### config.mk
export PLATFORM = sky130hd
export DESIGN_NAME = alu_seq_flat
export DESIGN_NICKNAME = d
export VERILOG_FILES = /design/src/rtl/alu_seq_if.sv /design/src/rtl/alu_seq.sv /design/src/flat_wrapper.sv
export SDC_FILE = /design/constraint.sdc
export NUM_CORES = 1
export LEC_CHECK = 0
export CAP_MARGIN = 40
export CORE_MARGIN = 8
export CORE_UTILIZATION = 40
export CTS_BUF_LIST = sky130_fd_sc_hd__clkbuf_4 sky130_fd_sc_hd__clkbuf_8 sky130_fd_sc_hd__clkbuf_16
export DETAILED_ROUTE_END_ITERATION = 12
export DONT_BUFFER_PORTS = 1
export GPL_TIMING_DRIVEN = 0
export PLACE_DENSITY = 0.57
export SYNTH_ARGS = -nofsm -noshare
export SYNTH_HDL_FRONTEND = slang
export SYNTH_SLANG_ARGS = --single-unit
export TNS_END_PERCENT = 10
### constraint.sdc
create_clock -name clk -period 1.7 [get_ports clk]
set_input_delay 0.34 -clock clk [delete_from_list [all_inputs] [get_ports clk]]
set_output_delay 0.34 -clock clk [all_outputs]
set_load 0.02 [all_outputs]
### src/rtl/alu_seq_if.sv
// Command, response and nibble-ALU signals of alu_seq, bundled for one connection.
// slave is the sequencer side; master is the command source plus the external 4-bit ALU.
interface alu_seq_if;
  logic       cmd_valid;
  logic       cmd_ready;
  logic [2:0] cmd_op;
  logic [7:0] cmd_data;

  logic [3:0] alu_a;
  logic [3:0] alu_b;
  logic [1:0] alu_sel;
  logic [3:0] alu_out;
  logic       alu_carry;
  logic       alu_zero;

  logic       rsp_valid;
  logic       rsp_ready;
  logic [7:0] rsp_data;
  logic       rsp_carry;
  logic       rsp_zero;

  modport slave (
    input  cmd_valid, cmd_op, cmd_data, rsp_ready, alu_out, alu_carry, alu_zero,
    output cmd_ready, alu_a, alu_b, alu_sel, rsp_valid, rsp_data, rsp_carry, rsp_zero
  );

  modport master (
    output cmd_valid, cmd_op, cmd_data, rsp_ready, alu_out, alu_carry, alu_zero,
    input  cmd_ready, alu_a, alu_b, alu_sel, rsp_valid, rsp_data, rsp_carry, rsp_zero
  );
endinterface

### src/rtl/alu_seq.sv
// 8-bit accumulator ALU sequenced as nibble passes over an external 4-bit ALU.
// Latency 1 (LOAD/CLR/NOP), 3 (logic/ADD), 4 (ADD with low carry); one command in flight, response held until rsp_ready.
module alu_seq #(
  parameter logic [7:0] ACC_RESET = 8'h00
) (
  input logic     clk,
  input logic     rst_n,
  alu_seq_if.slave bus
);

  typedef enum logic [2:0] {
    IDLE = 3'd0,
    LO   = 3'd1,
    HI   = 3'd2,
    INC  = 3'd3,
    RSP  = 3'd4
  } state_t;

  localparam logic [2:0] OP_ADD  = 3'b011;
  localparam logic [2:0] OP_LOAD = 3'b100;
  localparam logic [2:0] OP_CLR  = 3'b101;
  localparam logic [1:0] SEL_ADD = 2'b11;

  state_t     state;
  logic [2:0] op_q;
  logic [3:0] data_hi_q;
  logic [7:0] acc;

  logic [3:0] lo_q;
  logic       lo_c;
  logic       lo_z;
  logic       hi_c;

  logic [3:0] alu_a_q;
  logic [3:0] alu_b_q;
  logic [1:0] alu_sel_q;

  logic       rsp_valid_q;
  logic [7:0] rsp_data_q;
  logic       rsp_carry_q;
  logic       rsp_zero_q;

  assign bus.cmd_ready = (state == IDLE);
  assign bus.alu_a     = alu_a_q;
  assign bus.alu_b     = alu_b_q;
  assign bus.alu_sel   = alu_sel_q;
  assign bus.rsp_valid = rsp_valid_q;
  assign bus.rsp_data  = rsp_data_q;
  assign bus.rsp_carry = rsp_carry_q;
  assign bus.rsp_zero  = rsp_zero_q;

  // ALU operand registers are loaded on the edge entering each pass so they are valid for the whole cycle.
  always_ff @(posedge clk or negedge rst_n) begin
    if (!rst_n) begin
      state       <= IDLE;
      op_q        <= 3'b000;
      data_hi_q   <= 4'h0;
      acc         <= ACC_RESET;
      lo_q        <= 4'h0;
      lo_c        <= 1'b0;
      lo_z        <= 1'b0;
      hi_c        <= 1'b0;
      alu_a_q     <= 4'h0;
      alu_b_q     <= 4'h0;
      alu_sel_q   <= 2'b00;
      rsp_valid_q <= 1'b0;
      rsp_data_q  <= 8'h00;
      rsp_carry_q <= 1'b0;
      rsp_zero_q  <= 1'b0;
    end else begin
      case (state)
        IDLE: begin
          if (bus.cmd_valid) begin
            op_q      <= bus.cmd_op;
            data_hi_q <= bus.cmd_data[7:4];
            if (!bus.cmd_op[2]) begin
              alu_a_q   <= acc[3:0];
              alu_b_q   <= bus.cmd_data[3:0];
              alu_sel_q <= bus.cmd_op[1:0];
              state     <= LO;
            end else begin
              rsp_valid_q <= 1'b1;
              rsp_carry_q <= 1'b0;
              state       <= RSP;
              case (bus.cmd_op)
                OP_LOAD: begin
                  acc        <= bus.cmd_data;
                  rsp_data_q <= bus.cmd_data;
                  rsp_zero_q <= (bus.cmd_data == 8'h00);
                end
                OP_CLR: begin
                  acc        <= 8'h00;
                  rsp_data_q <= 8'h00;
                  rsp_zero_q <= 1'b1;
                end
                default: begin
                  rsp_data_q <= acc;
                  rsp_zero_q <= (acc == 8'h00);
                end
              endcase
            end
          end
        end

        LO: begin
          lo_q    <= bus.alu_out;
          lo_c    <= bus.alu_carry;
          lo_z    <= bus.alu_zero;
          alu_a_q <= acc[7:4];
          alu_b_q <= data_hi_q;
          state   <= HI;
        end

        HI: begin
          hi_c <= bus.alu_carry;
          // A low-nibble carry is folded in by an extra +1 pass on the high nibble.
          if (op_q == OP_ADD && lo_c) begin
            alu_a_q   <= bus.alu_out;
            alu_b_q   <= 4'h1;
            alu_sel_q <= SEL_ADD;
            state     <= INC;
          end else begin
            acc         <= {bus.alu_out, lo_q};
            rsp_data_q  <= {bus.alu_out, lo_q};
            rsp_carry_q <= (op_q == OP_ADD) & bus.alu_carry;
            rsp_zero_q  <= lo_z & bus.alu_zero;
            rsp_valid_q <= 1'b1;
            alu_a_q     <= 4'h0;
            alu_b_q     <= 4'h0;
            alu_sel_q   <= 2'b00;
            state       <= RSP;
          end
        end

        INC: begin
          acc         <= {bus.alu_out, lo_q};
          rsp_data_q  <= {bus.alu_out, lo_q};
          rsp_carry_q <= hi_c | bus.alu_carry;
          rsp_zero_q  <= lo_z & bus.alu_zero;
          rsp_valid_q <= 1'b1;
          alu_a_q     <= 4'h0;
          alu_b_q     <= 4'h0;
          alu_sel_q   <= 2'b00;
          state       <= RSP;
        end

        RSP: begin
          if (bus.rsp_ready) begin
            rsp_valid_q <= 1'b0;
            state       <= IDLE;
          end
        end

        default: state <= IDLE;
      endcase
    end
  end

endmodule

### src/flat_wrapper.sv
// flat-port wrapper written by rule: the top's interface ports become plain ports
module alu_seq_flat 
#(
  parameter logic [7:0] ACC_RESET = 8'h00
)
  (clk, rst_n, bus_cmd_valid, bus_cmd_op, bus_cmd_data, bus_rsp_ready, bus_alu_out, bus_alu_carry, bus_alu_zero, bus_cmd_ready, bus_alu_a, bus_alu_b, bus_alu_sel, bus_rsp_valid, bus_rsp_data, bus_rsp_carry, bus_rsp_zero);
  alu_seq_if bus_i ();
  input logic clk;
  input logic rst_n;
  input wire logic [$bits(bus_i.cmd_valid)-1:0] bus_cmd_valid;
  input wire logic [$bits(bus_i.cmd_op)-1:0] bus_cmd_op;
  input wire logic [$bits(bus_i.cmd_data)-1:0] bus_cmd_data;
  input wire logic [$bits(bus_i.rsp_ready)-1:0] bus_rsp_ready;
  input wire logic [$bits(bus_i.alu_out)-1:0] bus_alu_out;
  input wire logic [$bits(bus_i.alu_carry)-1:0] bus_alu_carry;
  input wire logic [$bits(bus_i.alu_zero)-1:0] bus_alu_zero;
  output wire logic [$bits(bus_i.cmd_ready)-1:0] bus_cmd_ready;
  output wire logic [$bits(bus_i.alu_a)-1:0] bus_alu_a;
  output wire logic [$bits(bus_i.alu_b)-1:0] bus_alu_b;
  output wire logic [$bits(bus_i.alu_sel)-1:0] bus_alu_sel;
  output wire logic [$bits(bus_i.rsp_valid)-1:0] bus_rsp_valid;
  output wire logic [$bits(bus_i.rsp_data)-1:0] bus_rsp_data;
  output wire logic [$bits(bus_i.rsp_carry)-1:0] bus_rsp_carry;
  output wire logic [$bits(bus_i.rsp_zero)-1:0] bus_rsp_zero;
  assign bus_i.cmd_valid = bus_cmd_valid;
  assign bus_i.cmd_op = bus_cmd_op;
  assign bus_i.cmd_data = bus_cmd_data;
  assign bus_i.rsp_ready = bus_rsp_ready;
  assign bus_i.alu_out = bus_alu_out;
  assign bus_i.alu_carry = bus_alu_carry;
  assign bus_i.alu_zero = bus_alu_zero;
  assign bus_cmd_ready = bus_i.cmd_ready;
  assign bus_alu_a = bus_i.alu_a;
  assign bus_alu_b = bus_i.alu_b;
  assign bus_alu_sel = bus_i.alu_sel;
  assign bus_rsp_valid = bus_i.rsp_valid;
  assign bus_rsp_data = bus_i.rsp_data;
  assign bus_rsp_carry = bus_i.rsp_carry;
  assign bus_rsp_zero = bus_i.rsp_zero;
  alu_seq #(.ACC_RESET(ACC_RESET)) u_core (.clk(clk), .rst_n(rst_n), .bus(bus_i));
endmodule
==> Word level (Yosys, flattened, before mapping) <==
Cells that the tools add are included.
{ "word_totals": {"reg_bits": 38, "out_inout_bits": 22} }
{ "classes": {"n_eq_ne": 13, "mux": 36, "n_bitwise": 3, "reduce_logical": 14} }
{ "ops": {"columns": ["operator", "count"], "rows": [
  ["case mux 4 bit (4 select lines)", 2],
  ["two-way mux 8 bit", 3],
  ["case mux 8 bit (3 select lines)", 1],
  ["two-way mux 4 bit", 5],
  ["logical NOT 8 bit", 2],
  ["case mux 8 bit (2 select lines)", 1],
  ["case mux 3 bit (5 select lines)", 1],
  ["two-way mux 3 bit", 4],
  ["two-way mux 1 bit", 11],
  ["!= test 2 bit, second input constant", 5],
  ["AND reduction 5 bit", 2],
  ["== test 3 x 2 -> 1 bit, second input constant", 3],
  ["== test 3 bit, second input constant", 3],
  ["nonzero test 4 bit", 2],
  ["two-way mux 2 bit", 3],
  ["case mux 1 bit (3 select lines)", 2],
  ["case mux 2 bit (3 select lines)", 1],
  ["AND reduction 3 bit", 2],
  ["!= test 5 x 3 -> 1 bit, second input constant", 1],
  ["case mux 1 bit (4 select lines)", 1],
  ["AND reduction 2 bit", 2],
  ["AND reduction 4 bit", 1],
  ["== test 3 x 1 -> 1 bit, second input constant", 1],
  ["logical NOT 3 bit", 1],
  ["5 further kinds", 6]
]} }

==> Longest topological paths before layout <==
{ "logic_depth": {"ltp_word": 5, "depth_mapped": 6} }

==> Least setup slack after synthesis <==
OpenSTA, ideal clock, no wires.
{ "synth_path": {"path_kind": "register to register", "from": "reg u_core.state[0]", "to": "reg u_core.rsp_data_q[0], in the netlist u_core.bus.rsp_data[0]", "setup_ns": 0.125, "arrival_ns": 1.599, "required_time_ns": 1.575, "setup_slack_ns": -0.024, "stages_incl_launch_ff": 7, "synth_period_minus_slack_ns": 1.724, "path_cell_list": "dfrtp_1 buf_6 nor3_4 and2_1 buf_6 o2bb2ai_4 mux2_4"} }
{ "synth_between": {"elab_chain_len": 3} }
{ "synth_lines": {"columns": ["element", "line_no", "source"], "rows": [
  ["start, declared", "alu_seq.sv:24", "state_t state;"],
  ["start signal, assigned", "alu_seq.sv:55", "state <= IDLE;"],
  ["start signal, assigned", "alu_seq.sv:80", "state <= LO;"],
  ["start signal, assigned", "alu_seq.sv:84", "state <= RSP;"],
  ["logical NOT 3 bit *", null, null],
  ["net bus_cmd_ready", "flat_wrapper.sv:17", "output wire logic [$bits(bus_i.cmd_ready)-1:0] bus_cmd_ready;"],
  ["!= test 5 x 3 -> 1 bit (no line), or another cell as far along", null, null],
  ["AND reduction 5 bit (no line)", null, null],
  ["end signal, assigned", "alu_seq.sv:88", "rsp_data_q <= bus.cmd_data;"],
  ["end signal, assigned", "alu_seq.sv:124", "rsp_data_q <= {bus.alu_out, lo_q};"],
  ["end signal, assigned", "alu_seq.sv:137", "rsp_data_q <= {bus.alu_out, lo_q};"],
  ["end, declared", "alu_seq.sv:39", "logic [7:0] rsp_data_q;"]
]} }
Mark *: on every way through the listed nets, which the timed path passes. The rest lies on a longest branch.
A chain may end at the register's enable or synchronous reset.

==> Worst setup path in the final report <==
{ "layout_path": {"from": "reg u_core.state[0]", "to": "reg u_core.rsp_data_q[2], in the netlist u_core.bus.rsp_data[2]"} }
The elaborated chain is that of the path after synthesis.

==> metrics.txt <==
status finished with violations; failing checks setup timing; Post-Syn Nets 196; r2r startpoint u_core.state[0]$_DFFE_PN0P_; initial antenna violation count 0; syn_area_per_cell 11.1 um^2; Slew headroom 0.604; worst path arrival time 1.89 ns; Worst Path Required 1.87 ns; Max-Cap Viols 0; Post-Layout Cell Count 257; Tightest Pin Transition 0.595 ns; Critical Path Fanout Max 7; IR drop worst, VDD 986 uV; Sw Ratio 0.410; Pwr Density 1900 nW/um^2; first-pass GRT wire length 8620 um; I/O Pins 43; CP peak stage delay 0.38 ns; CTS tree done; Worst Hold Class input pin to register; most instantiated library cell after synthesis dfrtp_1; final instance area 2230 um^2; CTS Buf Count 5; Hold Path Depth 1; Area after DPL 2030 um^2; R2R depth 5; final setup vio count 6; # diodes 0; crit-path leading delay family simple AND/OR/NAND/NOR gates; combinational power share 0.351; sequential cell area fraction in the yosys report 0.488; Die ar. 7360 um^2; clk_lat worst skew 0.29 ns; Vias/cell 5.59; worst-case clock buffer depth 2; top achievable clock speed 582 MHz; register area 951 um^2; WS Path Type register to register; Flop pwr share 0.467; cell area after synthesis 1950 um^2; row count 25; Worst Setup SP u_core.state[0]$_DFFE_PN0P_; Psw 1.73 mW; Hold Fails Final Rpt 0; Hold EP u_core.op_q[0]$_DFFE_PN0P_; crit-path cells buf_6, nor3_4, and2_4, o2bb2ai_4, mux2_4; P&R area growth vs syn 14.5%; Synth Register Bits 38; Synth Flop Type dfrtp_1; Util after Layout 0.472; H-Tree Depth 2; Die X 85.8 um; Layout Nets 210; post-place setup slack -0.170 ns; CP endpoint kind register; Final TNS setup -0.0518 ns; minimum clock period 1.72 ns; hpwl dp 3810 um; Max Slew Vio Count 0; initial core utilization 0.412; worst hold start bus_cmd_op[0]; RSZ-0062 raised after global routing yes; vias in the first global route 1557; final hold slack 0.198 ns; Layout Skew 0.00457 ns; global route overflow 0; final WL 5110 um; drt wl/cell 19.9 um; post-route setup slack -0.0168 ns; top cells by area, synth dfrtp_1, mux2_2, a21oi_1; Crit-path slowest cell dfrtp_1; Via Count 1436; FF-to-FF End u_core.bus.rsp_data[2]$_DFFE_PN0P_; post-route ant nets 0; # DRC 0; Mapped Cells 175; Yosys top cell area share 0.488; Tcrit/Tclk final 1.01; Yosys cell types 34; # fillers 440; r2r setup slk -0.02 ns; area leader, netlist dfrtp_1; largest net degree at the start of global routing 39; total track usage 0.150; root buf cell clkbuf_8; Leakage 0.929 nW; Post-synth top cells dfrtp_1, a21oi_1, mux2_2; Clock Sinks 38; Clock power frac 0.182; EDFF count, synth 0; Buffers on Ports 0; global placement routability congestion 0.823; Buf/Inv on CP 1; Pwr Total 4.23 mW; Internal Power 2.50 mW; Multi-input gate area 917 um^2; Initial DRC Count 125; synth warn 0; CP Launch Type register; share of cells above drive strength 1 0.284; Reg clk slew, reported paths 0.08 ns; Pre-antenna DRT Iters 4; Placed Instances 242; Core Region 4720 um^2; post-synthesis async set-or-reset flop share 1.00; Die Height 85.8 um
-- logic make-up (layout without fill, tap and decap cells) --
| group | after synthesis | after routing | synth area share |
|---|---|---|---|
| AND/OR/NAND/NOR | 39 | 39 | 0.126 |
| multiplexers | 25 | 25 | 0.150 |
| AO/OA/AOI/OAI | 54 | 54 | 0.187 |
| flip-flops | 38 | 38 | 0.488 |
| buffers and inverters | 19 | 34 | 0.0488 |
-- worst max path at each step --
stage                                    endpoint  cells after the start
2_1_floorplan  u_core.bus.rsp_data[0]$_DFFE_PN0P_                      6
3_3_place_gp   u_core.bus.rsp_data[0]$_DFFE_PN0P_                      6
3_5_place_dp   u_core.bus.rsp_data[2]$_DFFE_PN0P_                      6
4_1_cts        u_core.bus.rsp_data[2]$_DFFE_PN0P_                      5
5_1_grt        u_core.bus.rsp_data[6]$_DFFE_PN0P_                      6
6_report       u_core.bus.rsp_data[2]$_DFFE_PN0P_                      5
-- metal layers --
layer | wire length, um | global-route usage
met1 | 2130 | 0.181
met2 | 2440 | 0.236
met3 | 498 | 0.0611
met4 | 40 | 0.0478
met5 | 0 | 0
-- timing repair --
| action | in CTS | in global routing |
|---|---|---|
| endpoints found under the hold margin | 38 | 0 |
| hold buffers | 2 | 0 |
| pin swaps | 2 | 3 |
| resized for setup | 5 | 2 |
| buffers inserted | 4 | 2 |
| setup endpoints to repair | 23 | 24 |
-- registers in the layout, indices dropped and copies added (netlist names), 2 cells and up --
register and count:
u_core.bus.alu_a 4, u_core.bus.alu_b 4, u_core.bus.alu_sel 2, u_core.bus.rsp_data 8
u_core.data_hi_q 4, u_core.lo_q 4, u_core.op_q 3, u_core.state 3
-- power groups by stage --
stage | Sequential [mW] | Combinational, mW | Clock [mW]
6_report | 1.98 | 1.48 | 0.771
5_1_grt | 2.04 | 1.64 | 0.833
4_1_cts | 1.99 | 1.47 | 0.786
3_5_place_dp | 2.01 | 1.39 | 0
3_3_place_gp | 1.97 | 1.35 | 0
2_1_floorplan | 1.89 | 1.14 | 0
-- cells in the final DEF, fill, tap and decap left out, types with 5 or more instances in the layout --
cell and count:
a211oi_1 6, buf_4 6, a22oi_1 7, a21oi_1 20, clkbuf_8 5, nand2b_1 5, dfrtp_1 38, o21ai_0 7
nor2_1 12, inv_1 10, mux2_2 17
-- final cells by class --
type / instances / share of cell area
buffer: 8 / 0.0230
clock buffer: 5 / 0.0309
clock inverter: 3 / 0.0202
inverter: 10 / 0.0168
multi-input combinational: 118 / 0.411
sequential: 38 / 0.426
tap: 67 / 0.0376
timing repair buffer: 8 / 0.0337
Power figures use the tool's default switching activity.
